**config.mk**
```make
export PLATFORM = sky130hd
export DESIGN_NAME = irq_controller
export DESIGN_NICKNAME = d
export VERILOG_FILES = /design/src/rtl/irq_pkg.sv /design/src/rtl/irq_prio_enc.sv /design/src/rtl/irq_controller.sv
export SDC_FILE = /design/constraint.sdc
export NUM_CORES = 1
export LEC_CHECK = 0
export CAP_MARGIN = 30
export CORE_MARGIN = 3
export CORE_UTILIZATION = 36
export CTS_BUF_LIST = sky130_fd_sc_hd__clkbuf_8
export CTS_CLUSTER_DIAMETER = 150
export DETAILED_ROUTE_END_ITERATION = 10
export MAX_ROUTING_LAYER = met4
export PLACE_DENSITY = 0.95
export SLEW_MARGIN = 20
export SYNTH_ARGS = -nofsm -noshare
export SYNTH_HDL_FRONTEND = slang
export SYNTH_SLANG_ARGS = --single-unit
export TNS_END_PERCENT = 20
```
**constraint.sdc**
```tcl
create_clock -name clk -period 3.5 [get_ports clk]
set_input_delay 0.875 -clock clk [delete_from_list [all_inputs] [get_ports clk]]
set_output_delay 0.875 -clock clk [all_outputs]
set_load 0.02 [all_outputs]
```
**src/rtl/irq_pkg.sv**
```systemverilog
// irq_pkg: register map, CTRL bit positions and FSM state encoding shared by
// the interrupt controller and its sub-modules.
package irq_pkg;

  // Byte offsets of the four register words within the block.
  localparam logic [3:0] OFF_CTRL  = 4'h0;
  localparam logic [3:0] OFF_PEND  = 4'h4;
  localparam logic [3:0] OFF_CAUSE = 4'h8;
  localparam logic [3:0] OFF_EOI   = 4'hC;

  // CTRL global interrupt enable; CAUSE in-service flag shares the bit.
  localparam int unsigned CTRL_GIE_BIT   = 31;
  localparam int unsigned CAUSE_SVC_BIT  = 31;

  // cause is always reported on 3 bits regardless of source count.
  localparam int unsigned CAUSE_W = 3;
  localparam int unsigned MAX_SRC = 8;

  typedef enum logic [1:0] {
    IDLE    = 2'd0,
    ASSERT  = 2'd1,
    SERVICE = 2'd2,
    RETURN  = 2'd3
  } irq_state_e;

endpackage

```
**src/rtl/irq_prio_enc.sv**
```systemverilog
// irq_prio_enc: combinational lowest-index-wins priority encoder.
// valid_o is high when any request bit is set; idx_o is 0 otherwise.
module irq_prio_enc #(
  parameter int unsigned N     = 4,
  parameter int unsigned IDX_W = 3
) (
  input  logic [N-1:0]     req_i,
  output logic [IDX_W-1:0] idx_o,
  output logic             valid_o
);

  // Scan upward and keep only the first set bit.
  always_comb begin
    idx_o   = '0;
    valid_o = 1'b0;
    for (int unsigned i = 0; i < N; i++) begin
      if (req_i[i] && !valid_o) begin
        idx_o   = IDX_W'(i);
        valid_o = 1'b1;
      end
    end
  end

endmodule

```
**src/rtl/irq_controller.sv**
```systemverilog
// irq_controller: memory-mapped interrupt controller driving the CPU IRQ line.
// Latches peripheral requests into PEND, resolves priority among enabled
// sources and sequences IDLE -> ASSERT -> SERVICE -> RETURN around the CPU's
// kernel entry, EOI write and return to user mode.
// Build option: define IRQ_LEVEL_EN for level-sensitive capture (PEND set
// while src is high; W1C and EOI clear only bits whose src is low).
// Default build uses rising-edge capture.
module irq_controller
  import irq_pkg::*;
#(
  parameter int unsigned N_SRC     = 4,
  parameter logic [31:0] BASE_ADDR = 32'h4000_0030
) (
  input  logic             clk,
  input  logic             reset,
  input  logic [N_SRC-1:0] src,
  input  logic             pc31,
  input  logic             rd,
  input  logic             wr,
  input  logic [31:0]      addr,
  input  logic [31:0]      wdata,
  output logic [31:0]      rdata,
  output logic             hit,
  output logic             irq,
  output logic [2:0]       cause
);

  irq_state_e           state_q;
  logic                 gie_q;
  logic [N_SRC-1:0]     mask_q;
  logic [N_SRC-1:0]     pend_q, pend_d;
  logic [N_SRC-1:0]     src_q;
  logic                 pc31_q;
  logic                 irq_q;
  logic [CAUSE_W-1:0]   cause_q;

  logic                 wr_en, wr_ctrl, wr_pend, wr_eoi;
  logic [N_SRC-1:0]     pend_set, w1c_clr, eoi_clr;
  logic [N_SRC-1:0]     elig;
  logic [MAX_SRC-1:0]   elig_ext;
  logic [MAX_SRC-1:0]   cause_onehot;
  logic [CAUSE_W-1:0]   win_idx;
  logic                 win_v;
  logic                 unused_bits;

  assign hit     = (addr[31:4] == BASE_ADDR[31:4]);
  assign wr_en   = wr & hit;
  assign wr_ctrl = wr_en && (addr[3:2] == OFF_CTRL[3:2]);
  assign wr_pend = wr_en && (addr[3:2] == OFF_PEND[3:2]);
  assign wr_eoi  = wr_en && (addr[3:2] == OFF_EOI[3:2]);

  assign unused_bits = ^{addr[1:0], wdata[30:N_SRC]};

  assign irq   = irq_q;
  assign cause = cause_q;

  // Capture, clear and eligibility terms; set is OR'd last so it wins.
  always_comb begin
    cause_onehot = MAX_SRC'(1) << cause_q;
`ifdef IRQ_LEVEL_EN
    pend_set = src;
    w1c_clr  = wr_pend ? (wdata[N_SRC-1:0] & ~src) : '0;
    eoi_clr  = (wr_eoi && state_q == SERVICE) ? (cause_onehot[N_SRC-1:0] & ~src) : '0;
`else
    pend_set = src & ~src_q;
    w1c_clr  = wr_pend ? wdata[N_SRC-1:0] : '0;
    eoi_clr  = (wr_eoi && state_q == SERVICE) ? cause_onehot[N_SRC-1:0] : '0;
`endif
    pend_d   = (pend_q & ~(w1c_clr | eoi_clr)) | pend_set;
    elig     = gie_q ? (pend_q & mask_q) : '0;
    elig_ext = '0;
    elig_ext[N_SRC-1:0] = elig;
  end

  irq_prio_enc #(
    .N     (N_SRC),
    .IDX_W (CAUSE_W)
  ) u_prio (
    .req_i   (elig),
    .idx_o   (win_idx),
    .valid_o (win_v)
  );

  // CTRL, PEND and the one-cycle history of src and pc31.
  always_ff @(posedge clk or negedge reset) begin
    if (!reset) begin
      gie_q  <= 1'b0;
      mask_q <= '0;
      pend_q <= '0;
      src_q  <= '0;
      pc31_q <= 1'b0;
    end else begin
      if (wr_ctrl) begin
        gie_q  <= wdata[CTRL_GIE_BIT];
        mask_q <= wdata[N_SRC-1:0];
      end
      pend_q <= pend_d;
      src_q  <= src;
      pc31_q <= pc31;
    end
  end

  // Request sequencing with registered irq and cause.
  always_ff @(posedge clk or negedge reset) begin
    if (!reset) begin
      state_q <= IDLE;
      cause_q <= '0;
      irq_q   <= 1'b0;
    end else begin
      unique case (state_q)
        IDLE: begin
          if (win_v) begin
            cause_q <= win_idx;
            irq_q   <= 1'b1;
            state_q <= ASSERT;
          end
        end
        ASSERT: begin
          if (pc31 && !pc31_q) begin
            irq_q   <= 1'b0;
            state_q <= SERVICE;
          end else if (!elig_ext[cause_q]) begin
            irq_q   <= 1'b0;
            state_q <= IDLE;
          end
        end
        SERVICE: begin
          if (wr_eoi) state_q <= RETURN;
        end
        RETURN: begin
          if (!pc31) state_q <= IDLE;
        end
      endcase
    end
  end

  // Zero-latency register read mux; zero when not selected.
  always_comb begin
    rdata = '0;
    if (rd && hit) begin
      unique case (addr[3:2])
        OFF_CTRL[3:2]: begin
          rdata[CTRL_GIE_BIT] = gie_q;
          rdata[N_SRC-1:0]    = mask_q;
        end
        OFF_PEND[3:2]: begin
          rdata[N_SRC-1:0] = pend_q;
        end
        OFF_CAUSE[3:2]: begin
          rdata[CAUSE_SVC_BIT] = (state_q == SERVICE);
          rdata[CAUSE_W-1:0]   = cause_q;
        end
        default: rdata = '0;
      endcase
    end
  end

endmodule

```
==> summary.md <==
| Metric | Value |
|---|---|
| Status | `finished, final reports clean` |
| Synth area leader | `dfrtp_1` |
| Comb power frac | `22.0%` |
| Hold buffers post-CTS | `0` |
| Final nets | `278` |
| Final cell count without fillers | `250` |
| Global-route wire length before repair | `5.61 mm` |
| Worst EP required | `2620 ps` |
| Met2 usage | `28.3%` |
| Vias in the first global route | `1234` |
| Top cells by area, synth | `dfrtp_1, buf_4, mux2_2` |
| Worst Path Max Fanout | `4` |
| Crit path DAT | `2570 ps` |
| Leakage power | `0.853 nW` |
| Syn-to-layout area delta | `41.1%` |
| Post-DRT Antenna Nets | `0` |
| Tmin final | `3450 ps` |
| Slew margin rel. | `43.7%` |
| Yosys cell types | `41` |
| Clock root buffer | `clkbuf_8` |
| Share of layout cells above drive strength 1 | `13.7%` |
| Syn_area_per_cell | `9.06 sq um` |
| Hpwl dp | `2.86 mm` |
| Power per cell area | `251 nW/um^2` |
| Setup violations, final | `0` |
| Seq pwr share | `46.9%` |
| Gr usage total | `16.6%` |
| Pint | `0.352 mW` |
| WS Path Type | `input port to output pin` |
| Seq/Total Area, Yosys | `35.4%` |
| Initial antenna violation count | `0` |
| Clk buf depth | `2` |
| Final period util | `98.5%` |
| Endpoints failing hold | `0` |
| M3 GR Usage | `2.02%` |
| R2r setup slk | `1880 ps` |
| DR DRC count | `0` |
| Die width | `67.0 microns` |
| Worst-path clk slew | `70 ps` |
| Number of synthesized flops with an enable pin | `0` |
| Layout Skew | `4.09 ps` |
| Unrepaired setup endpoints after global routing | `true` |
| Switching power | `0.123 mW` |
| CP max stage delay | `480 ps` |
| Gr busiest metal | `met2` |
| Cell Area, Synth | `1340 sq um` |
| Share of the synthesized area in the top cell type | `35.4%` |
| CTS buffer count | `3` |
| R2R cell count | `4` |
| Multi-input gate area | `722 sq um` |
| Ports | `110` |
| TritonCTS clock tree | `yes` |
| Hold Path Class | `flop to flop` |
| Peak supply drop | `0.000238 V` |
| Routed WL | `3.55 mm` |
| Clock insertion delay at the later pin of the skew report | `250 ps` |
| Num rows | `21` |
| Ys flop type | `dfrtp_1` |
| Port Buf Inserts | `52` |
| Net Sw Frac | `26.0%` |
| Fin area | `1890 sq um` |
| Slew @ Worst Pin | `842 ps` |
| Clock share of power | `31.1%` |
| Placed insts | `246` |
| Yosys reg bits | `19` |
| Initial DRC Count | `31` |
| Ys async rst share | `100%` |
| Crit. End Element | `output pin` |
| GR Util met1 | `20.9%` |
| Slowest-stage cell, CP | `clkdlybuf4s50_1` |
| Largest net degree at the start of global routing | `20` |
| Slew Viols, Final | `0` |
| Initial core utilization | `38.7%` |
| Fillers | `308` |
| Fmax achieved | `290 MHz` |
| TritonRoute pass-1 iters | `4` |
| Area after DPL | `1840 sq um` |
| Clock Sinks | `19` |
| Htree depth | `1` |
| RD Place Congestion | `0.875` |
| Max_cap viols | `0` |
| Yosys warnings | `0` |
| Wire length per cell | `14.2 microns` |
| DR vias/cell | `4.86` |
| Core ar. | `3470 sq um` |
| Gr ovfl total | `0` |
| N_diodes | `0` |
| Startpoint types | `input port` |
| Total number of vias | `1215` |
| Die Y | `67.0 microns` |
| Synthesized instance count | `148` |
| Worst Hold Depth | `1` |
| Crit-path cells | `clkdlybuf4s50_1, nor4bb_4, nand4_1, or2_4, nor4b_1, buf_2` |
| Seq. cell area | `475 sq um` |
| DIE AREA | `4490 sq um` |
==> Yosys cell counts (2+ instances only) <==
cell type	count
nand3b_1	2
a211oi_1	2
o22ai_1	3
nand2b_1	2
inv_1	11
a21oi_1	3
a32oi_1	2
nor4b_1	2
and4b_1	2
nand4_1	3
a31oi_1	2
mux2_2	6
and3_1	3
nand2_1	14
nand3_1	4
dfrtp_1	19
mux2i_1	4
o21ai_0	3
nor4_1	5
nor2_1	2
clkbuf_1	5
nand4b_1	3
buf_4	28
==> area by class of cell <==
cell class | instances | share of cell area, %
clock buffer | 3 | 2.18
clock inverter | 1 | 0.198
inverter | 11 | 2.18
multi-input combinational | 111 | 38.1
sequential | 19 | 25.1
tap | 46 | 3.04
timing repair buffer | 59 | 29.1
==> state kept, by name, summed over array words and instances (netlist names), named ones only <==
| register | cells |
|---|---|
| cause | 2 |
| pend_q | 4 |
| state_q | 1 |
| mask_q | 4 |
| src_q | 4 |
| gie_q | 1 |
| pc31_q | 1 |
| irq | 1 |
==> path summary, 6_finish.rpt <==
path,to,from
max,rdata[3],addr[4]
min,pend_q[0],src_q[0]
max reg2reg,pend_q[3],state_q[0]
min reg2reg,pend_q[0],src_q[0]
max in group asynchronous,state_q[0],reset
min in group asynchronous,mask_q[3],reset
==> power groups by stage <==
stage	registers, mW	logic (mW)	clock network, mW
2_1_floorplan	0.227	0.0639	0
3_3_place_gp	0.227	0.0977	0
3_5_place_dp	0.227	0.100	0
4_1_cts	0.223	0.100	0.151
5_1_grt	0.223	0.113	0.163
6_report	0.223	0.105	0.148
==> per-layer routing <==
| layer | wire (microns) | up-vias |
|---|---|---|
| met3 | 226 | 4 |
| met4 | 40 | 0 |
| met1 | 1390 | 571 |
| met2 | 1900 | 53 |
| li1 | - | 587 |
| met5 | 0 | - |
==> cell families (layout without fill, tap and decap cells) <==
family / after synthesis / in the layout / share of synthesized area (%)
AND/OR/NAND/NOR: 50 / 50 / 24.0
multiplexers: 10 / 10 / 8.02
AO/OA/AOI/OAI: 23 / 23 / 11.8
flip-flops: 19 / 19 / 35.4
other: 1 / 28 / 0.280
buffers and inverters: 45 / 74 / 20.5
==> cell usage in the layout, fill, tap and decap left out, types with 3 or more instances in the layout <==
cell	n
and3_1	3
o21ai_0	3
conb_1	28
inv_1	12
nor4_1	3
mux2i_1	4
nand4b_1	3
dfrtp_1	19
mux2_2	6
clkdlybuf4s50_1	46
o22ai_1	3
nand2_1	14
a21oi_1	3
nand3_1	4
clkbuf_8	3
buf_2	4
buf_4	8
nand4_1	3
==> worst max-delay path, delay by kind of cell <==
kind | cells | cell delay [ps]
and+or+nand+nor | 4 | 1000
buffers and inverters | 2 | 700
==> stage by stage <==
stage | util (%) | TNS (ps) | power, mW | setup slack (ps) | hold WS, ps
finish | 54.6 | 0 | 0.476 | 51.2 | 429
global route | 54.6 | -216 | 0.499 | -83.7 | 459
CTS | 54.1 | 0 | 0.474 | 9.52 | 423
detailed placement | 53.0 | -1960 | 0.327 | -409 | 413
global placement | 53.0 | -1850 | 0.325 | -403 | 404
floorplan | - | 0 | 0.291 | 163 | 400
==> what timing repair did <==
action	CTS	global route
pin swaps	0	2
setup buffers	0	0
setup endpoints to repair	6	6
gates resized for setup	20	8
hold endpoints to repair	0	0
No activity file was read; power rests on OpenSTA's default activity.
